**src/rtl/irq_ctrl.sv**
```systemverilog
// rtl/irq_ctrl.sv - keyboard/ethernet interrupt controller with request/ack/done handshake
module irq_ctrl #(
  parameter int DATA_W    = 32,
  parameter int ETH_DEPTH = 4,
  parameter int ETH_PRIO  = 1
) (
  input  logic                         clk,
  input  logic                         rst_n,
  input  logic                         key_evt,
  input  logic [DATA_W-1:0]            key_data,
  input  logic                         eth_valid,
  input  logic [DATA_W-1:0]            eth_data,
  input  logic                         irq_en,
  input  logic                         irq_ack,
  input  logic                         irq_done,
  output logic                         interrupt_key,
  output logic                         interrupt_eth,
  output logic [DATA_W-1:0]            interrupt_source_data,
  output logic                         busy,
  output logic [$clog2(ETH_DEPTH):0]   eth_count,
  output logic                         key_ovf,
  output logic                         eth_ovf
);

  localparam int AW = $clog2(ETH_DEPTH);
  localparam int CW = AW + 1;
  localparam bit PRIO_ETH = (ETH_PRIO != 0);

  typedef enum logic [1:0] {
    IDLE    = 2'd0,
    REQ     = 2'd1,
    SERVICE = 2'd2
  } state_t;

  state_t             state;
  logic               sel_eth;

  logic               key_prev;
  logic               key_pend;
  logic [DATA_W-1:0]  key_buf;
  logic               key_edge;
  logic               key_pop;

  logic [DATA_W-1:0]  eth_mem [ETH_DEPTH];
  logic [AW-1:0]      wr_ptr;
  logic [AW-1:0]      rd_ptr;
  logic [CW-1:0]      count;
  logic               eth_full;
  logic               eth_pend;
  logic               eth_pop;
  logic               eth_push;
  logic               eth_drop;
  logic               choose_eth;

  // Source event decode and pop/push qualification
  always_comb begin
    key_edge   = key_evt & ~key_prev;
    key_pop    = (state == REQ) & irq_ack & ~sel_eth;
    eth_pop    = (state == REQ) & irq_ack & sel_eth;
    eth_full   = (count == CW'(ETH_DEPTH));
    eth_pend   = (count != '0);
    // A pop in the same cycle frees a slot, so a push into a full FIFO is still accepted
    eth_push   = eth_valid & (~eth_full | eth_pop);
    eth_drop   = eth_valid & eth_full & ~eth_pop;
    choose_eth = eth_pend & (~key_pend | PRIO_ETH);
  end

  assign eth_count = count;
  assign busy      = (state != IDLE);

  // Keyboard edge detector, single-entry pending buffer and overwrite flag
  always_ff @(posedge clk or negedge rst_n) begin
    if (!rst_n) begin
      key_prev <= 1'b0;
      key_pend <= 1'b0;
      key_buf  <= '0;
      key_ovf  <= 1'b0;
    end else begin
      key_prev <= key_evt;
      if (key_edge) begin
        key_pend <= 1'b1;
        key_buf  <= key_data;
        if (key_pend && !key_pop) key_ovf <= 1'b1;
      end else if (key_pop) begin
        key_pend <= 1'b0;
      end
    end
  end

  // Ethernet payload storage; contents are only meaningful below the occupancy count
  always_ff @(posedge clk) begin
    if (eth_push) eth_mem[wr_ptr] <= eth_data;
  end

  // Ethernet FIFO pointers, occupancy and drop flag
  always_ff @(posedge clk or negedge rst_n) begin
    if (!rst_n) begin
      wr_ptr  <= '0;
      rd_ptr  <= '0;
      count   <= '0;
      eth_ovf <= 1'b0;
    end else begin
      if (eth_push) wr_ptr <= wr_ptr + AW'(1);
      if (eth_pop)  rd_ptr <= rd_ptr + AW'(1);
      case ({eth_push, eth_pop})
        2'b10:   count <= count + CW'(1);
        2'b01:   count <= count - CW'(1);
        default: count <= count;
      endcase
      if (eth_drop) eth_ovf <= 1'b1;
    end
  end

  // Handshake FSM: one interrupt presented and serviced at a time
  always_ff @(posedge clk or negedge rst_n) begin
    if (!rst_n) begin
      state                 <= IDLE;
      sel_eth               <= 1'b0;
      interrupt_key         <= 1'b0;
      interrupt_eth         <= 1'b0;
      interrupt_source_data <= '0;
    end else begin
      case (state)
        IDLE: begin
          if (irq_en && (key_pend || eth_pend)) begin
            sel_eth <= choose_eth;
            state   <= REQ;
            if (choose_eth) begin
              interrupt_eth         <= 1'b1;
              interrupt_source_data <= eth_mem[rd_ptr];
            end else begin
              interrupt_key         <= 1'b1;
              interrupt_source_data <= key_buf;
            end
          end
        end
        REQ: begin
          // Request and payload stay frozen until the core acknowledges, regardless of irq_en
          if (irq_ack) begin
            interrupt_key         <= 1'b0;
            interrupt_eth         <= 1'b0;
            interrupt_source_data <= '0;
            state                 <= SERVICE;
          end
        end
        SERVICE: begin
          if (irq_done) state <= IDLE;
        end
        default: begin
          state                 <= IDLE;
          interrupt_key         <= 1'b0;
          interrupt_eth         <= 1'b0;
          interrupt_source_data <= '0;
        end
      endcase
    end
  end

endmodule

```
**config.mk**
```make
export PLATFORM = sky130hd
export DESIGN_NAME = irq_ctrl
export DESIGN_NICKNAME = d
export VERILOG_FILES = /design/src/rtl/irq_ctrl.sv
export SDC_FILE = /design/constraint.sdc
export NUM_CORES = 1
export LEC_CHECK = 0
export ABC_AREA = 1
export CAP_MARGIN = 20
export CORE_MARGIN = 4
export CORE_UTILIZATION = 56
export CTS_CLUSTER_SIZE = 28
export DETAILED_ROUTE_END_ITERATION = 7
export PLACE_DENSITY = 0.9
export RECOVER_POWER = 25
export SLEW_MARGIN = 20
export SYNTH_ARGS = -nofsm -noshare
export SYNTH_HDL_FRONTEND = slang
export SYNTH_SLANG_ARGS = --single-unit
```
**constraint.sdc**
```tcl
create_clock -name clk -period 3.1 [get_ports clk]
set_clock_uncertainty 0.15 [all_clocks]
set_input_delay 0.31 -clock clk [delete_from_list [all_inputs] [get_ports clk]]
set_output_delay 0.31 -clock clk [all_outputs]
set_load 0.03 [all_outputs]
```
-- Word-level counts from Yosys, hierarchy flattened
Memories as Yosys holds them, arrays and structs flattened.
Cells that the tools add are included.
W data, S select, Z words.
- memory bits (writable): 128
- memories: 1
- bits in registers: 80
- logic and storage cells: 76
- memory list (memory ; words ; width ; rd ports ; clocked after memory_dff ; wr ports ; line ; source):
    eth_mem ; 4 ; 32 ; 1 ; 0 ; 1 ; 44 ; logic [DATA_W-1:0] eth_mem [ETH_DEPTH];
- bitwise logic cells: 13
- $add $sub $neg: 4
- reductions and logical operators: 15
- eq/ne operators: 10
- muxes and demuxes: 20
- operator list (kind ; count):
    $mux W32 ; 3
    $pmux W32 S3 ; 1
    $ne A2 B2 Y1 const B ; 5
    $mux W1 ; 9
    $reduce_and A4 Y1 ; 2
    $and A1 B1 Y1 ; 7
    $mux W2 ; 3
    $pmux W1 S3 ; 2
    $pmux W2 S3 ; 1
    $pmux W3 S2 ; 1
    $reduce_and A3 Y1 ; 2
    $reduce_bool A2 Y1 ; 3
    $not A1 Y1 ; 5
    $add A2 B1 Y2 const B ; 2
    $eq A2 B1 Y1 const B ; 2
    $eq A2 B2 Y1 const B ; 2
    $reduce_and A2 Y1 ; 2
    $add A3 B1 Y3 const B ; 1
    $eq A3 B3 Y1 const B ; 1
    $reduce_bool A3 Y1 ; 1
    $sub A3 B1 Y3 const B ; 1
    $logic_and A1 B1 Y1 ; 2
    $logic_not A2 Y1 ; 1
    $logic_not A1 Y1 ; 1
    other kinds (2) ; 2

-- Logic depth before layout (Yosys ltp)
- word-level depth: 7
- mapped depth: 11
- gate-level depth less buffers: 11

-- Worst setup path after synthesis
Ideal clock, no wire load.
- path type: register to register
- from: register state[1]
- to: memory eth_mem[0][0] (enable)
- stages on the path, launching flop included: 6
- data required time: 2.529 ns
- setup time: 0.421 ns
- clock period less this slack: 2.881 ns
- arrival: 2.310 ns
- buffers on the path: 0
- slack: 0.219 ns
- path through: dfrtp_1 > inv_1 > nand4_1 > nand3_1 > nand2_1 > nor2_1
- longest elaborated chain between the ends: 7
- ends and longest elaborated chain (what ; line ; source):
    start: declaration ; 35 ; state_t state;
    start signal: assignment ; 117 ; state <= IDLE;
    start signal: assignment ; 127 ; state <= REQ;
    start signal: assignment ; 143 ; state <= SERVICE;
    $eq A2 B1 Y1 ; 59 ; eth_pop = (state == REQ) & irq_ack & sel_eth;
    $and A1 B1 Y1 (2 in series) ; 59 ;
    $or A1 B1 Y1 ; 63 ; eth_push = eth_valid & (~eth_full | eth_pop);
    $and A1 B1 Y1 ; 63 ;
    $mux W1 ; 92 ; if (eth_push) eth_mem[wr_ptr] <= eth_data;
    $mux W1 (implied by the code) ; 92 ;
    end: declaration ; 44 ;
No other way between the ends.

-- Worst setup path in the final report
- from: register state[1]
- to: output port busy
- longest elaborated chain between the ends: 1
- ends and longest elaborated chain (what ; line ; source):
    $reduce_bool A2 Y1 ; 69 ; assign busy = (state != IDLE);
    end: declaration ; 19 ; output logic busy,
No other way between the ends.

==> impl_metrics.csv <==
group,metric,value,unit
worst_setup_path,reg2reg_slack,0.77,ns
global_routing,gr-max-usage-layer,"met2",
worst_setup_path,rr_endpoint,"eth_mem[2][22]",
yosys,syn-mean-instance-area,9.38,um^2
global_routing,global_route.overflow_total,0,
power,vdd_drop_max,0.502,mV
die,number_of_placed_i_o_pins,111,
yosys,synth_cells,962,
yosys,ys_top_cells_by_area,"edfxtp_1, dfrtp_1, nand2_1",
yosys,synthDominantCellAreaShare,0.426,
yosys,yosys.area_share.xor_xnor,0.00388,
detailed_routing,vias,6621,
detailed_routing,routed_wire_length_per_instance,15.6,um
worst_setup_path,kind_of_end_point_of_the_critical_path,"output pin",
worst_setup_path,critical-path-max-stage-delay,0.62,ns
detailed_routing,vias_per_instance,5.11,
worst_setup_path,cp_max_fo,9,
timing,fin_worst_hold_slack,0.224,ns
hold_path,hold_path_class,"in2reg",
detailed_routing,routed_wirelength,20200,um
placement,numPortBuffers,110,
worst_setup_path,worst_flop_to_flop_path_startpoint,"state[1]",
die,dieArea,0.0182,mm^2
clock_network,cts.htree.levels,1,
timing,finalSetupViolCount,0,
yosys,synthesis.yosys.warnings,0,
placement,dp.final_hpwl,13300,um
worst_setup_path,start_to_end_type_of_the_worst_setup_path,"reg2out",
worst_setup_path,crit_path_end,"busy",
finish,layout_common_cells,"nand2_1, inv_1, edfxtp_1",
timing,final.period_utilization,0.806,
detailed_routing,drt.antenna.violating_nets,0,
yosys,synthArstFlopShare,0.385,
placement,replace_congestion,0.847,
timing,rsz0062_at_grt,"no",
worst_setup_path,start_kind,"register",
yosys,yosys-mux-area-fraction,0,
yosys,yosys.area.top_type,"edfxtp_1",
yosys,synth_nets,1038,
yosys,synth_edf_count,128,
finish,nets,1142,
clock_network,cts.sink_count,208,
timing,final_max_slew_viol_count,0,
timing,final_hold_viol_count,0,
global_routing,groute.usage.overall,0.222,
finish,post_route_cells_drive_above_1_share,0.0509,
worst_setup_path,cp.arrival,2.04,ns
die,core_area,0.0158,mm^2
detailed_routing,remaining_drc_errors,0,
yosys,synthesis.area,0.00902,mm^2
global_routing,use_met3,0.0436,
power,power.static_leakage,5.10,nW
yosys,compound_gate_portion_of_the_synthesized_area,0.0244,
timing,clock.fmax,400,MHz
worst_setup_path,reg2reg_depth,6,
timing,max_slew_margin,0.387,
finish,synth_to_layout_area_growth,20.8,%
timing,tightest_slew,0.920,ns
die,initial_utilization,0.570,
die,std_cell_rows,46,
clock_network,cts.reportedPaths.clkPinSlew,0.06,ns
run_status,run_status,"completed",
detailed_routing,dr.first_iter.drc_count,605,
worst_setup_path,cp_num_cells,3,
worst_setup_path,cp_num_buf_inv,2,
detailed_routing,dr.pass1.iters,6,
clock_network,cts.repair.resized,0,
yosys,netlist-cell-type-count,27,
finish,mostFrequentLayoutCell,"nand2_1",
yosys,post_synth_and_or_nand_nor_area_fraction,0.231,
yosys,synth_seq_area_share,0.648,
clock_network,cts_buffer_depth,3,
timing,period_needed,2.50,ns
worst_setup_path,critical_path.top_delay_family,"buffers and inverters",
yosys,synth-seq-cells,208,
clock_network,cts_inserted_buffers,21,
worst_setup_path,worst_ep_required_time,2.64,ns
global_routing,initial_antenna_violation_count,2,
global_routing,via_count_of_the_first_global_routing_pass,6505,
power,power.density,942,mW/mm^2
worst_setup_path,worst_setup_path_startpoint,"state[1]",
global_routing,maximum_number_of_pins_on_one_net_before_global_route_repair,95,
global_routing,globalRouteMet1Util,0.292,
worst_setup_path,crit_slowest_cell,"clkdlybuf4s50_1",
yosys,yosys_most_used_dff,"edfxtp_1",
yosys,main_combinational_cell_family_by_area_after_synthesis,"simple AND/OR/NAND/NOR gates",
flow_run,max_cap_viol_count,0,
clock_network,worstSkewPairLatency,0.49,ns
clock_network,clk_root_buffer_cell,"clkbuf_16",
timing,fin_setup_tns,0,ns
finish,num_antenna_cells,0,
worst_setup_path,timing.critical_path.cells,"nor2_2 -> inv_4 -> clkdlybuf4s50_1",
yosys,synth_fa_ha_area_frac,0.00777,
clock_network,cts_tree,"yes",
global_routing,grt_first_pass_wirelength,32200,um
die,chipWidth,135,um
global_routing,global_route_met2_usage,0.375,
die,die-height,135,um
[synthesized netlist by cell type, types with 3 or more instances]
master,count
a21oi_1,3
buf_2,24
buf_4,5
buf_6,4
clkbuf_1,7
dfrtp_1,80
edfxtp_1,128
ha_1,4
inv_1,138
nand2_1,382
nand2_2,3
nand3_1,57
nand4_1,4
nor2_1,68
o21ai_0,19
o21ai_1,19
xor2_1,4
[registers in the layout, summed over array words and instances, names as in the netlist]
signal / flops
rd_ptr: 2
eth_mem: 128
eth_ovf: 1
state: 2
key_prev: 1
wr_ptr: 2
key_buf: 32
interrupt_key: 1
interrupt_eth: 1
eth_count: 3
sel_eth: 1
key_pend: 1
interrupt_source_data: 32
key_ovf: 1
[repair_timing]
item,in CTS,in global routing
hold endpoints to repair,80,0
setup buffers,0,0
hold buffers,1,0
[tightest hold or removal path, delay by kind of cell]
kind                   cells  cell delay [ns]
buffers and inverters      1             0.39
and+or+nand+nor            2             0.12
[metrics by stage]
| stage | power (mW) | cells | instance area (um^2) | utilization | setup slack, ns |
|---|---|---|---|---|---|
| 5_1_grt | 10.9 | 1296 | 10900 | 0.689 | 0.512 |
| 3_3_place_gp | 7.70 | 1258 | 10300 | 0.648 | 0.664 |
| 2_1_floorplan | 6.71 | 962 | 9020 | - | 0.219 |
| 6_report | 10.3 | 1296 | 10900 | 0.689 | 0.603 |
| 4_1_cts | 10.3 | 1296 | 10900 | 0.688 | 0.586 |
| 3_5_place_dp | 7.90 | 1258 | 10300 | 0.648 | 0.507 |
[power breakdown]
part           switching [mW]  leakage [nW]  total (mW)  internal, mW
Clock                   0.983         0.309        2.35          1.37
Sequential              0.270          2.16        3.90          3.63
Combinational            2.75          2.63        4.01          1.27
Total                    4.00          5.10        10.3          6.26
[worst min-delay path by stage]
| stage | startpoint | endpoint | depth (start not counted) |
|---|---|---|---|
| 3_3_place_gp | key_buf[11] | key_buf[11] | 2 |
| 3_5_place_dp | key_buf[14] | key_buf[14] | 2 |
| 2_1_floorplan | rst_n | eth_count[0] | 0 |
| 6_report | key_data[16] | key_buf[16] | 3 |
| 4_1_cts | key_evt | key_prev | 1 |
| 5_1_grt | key_data[15] | key_buf[15] | 3 |
[cell type report]
type	count	area [um^2]
Fill cell	1070	4930
Clock buffer	31	577
Sequential cell	208	5850
Tap cell	216	270
Timing Repair Buffer	121	1190
Clock inverter	6	52.6
Inverter	142	538
Multi-Input combinational cell	572	2430
[metal layers]
| metal | routed length (um) | up-vias | part of all wire |
|---|---|---|---|
| met5 | 21 | - | 0.0010 |
| met4 | 557 | 4 | 0.028 |
| met3 | 1680 | 53 | 0.083 |
| met2 | 9860 | 280 | 0.49 |
| met1 | 8060 | 3100 | 0.40 |
| li1 | - | 3184 | - |
[cell families after synthesis]
logic type / after synthesis
DFF: 208
xor gates and xnor gates: 4
AOI/OAI and AO/OA: 43
buffers and inverters: 182
adders and majority gates: 5
and+or+nand+nor: 520
(Power assumes the default switching activity.)
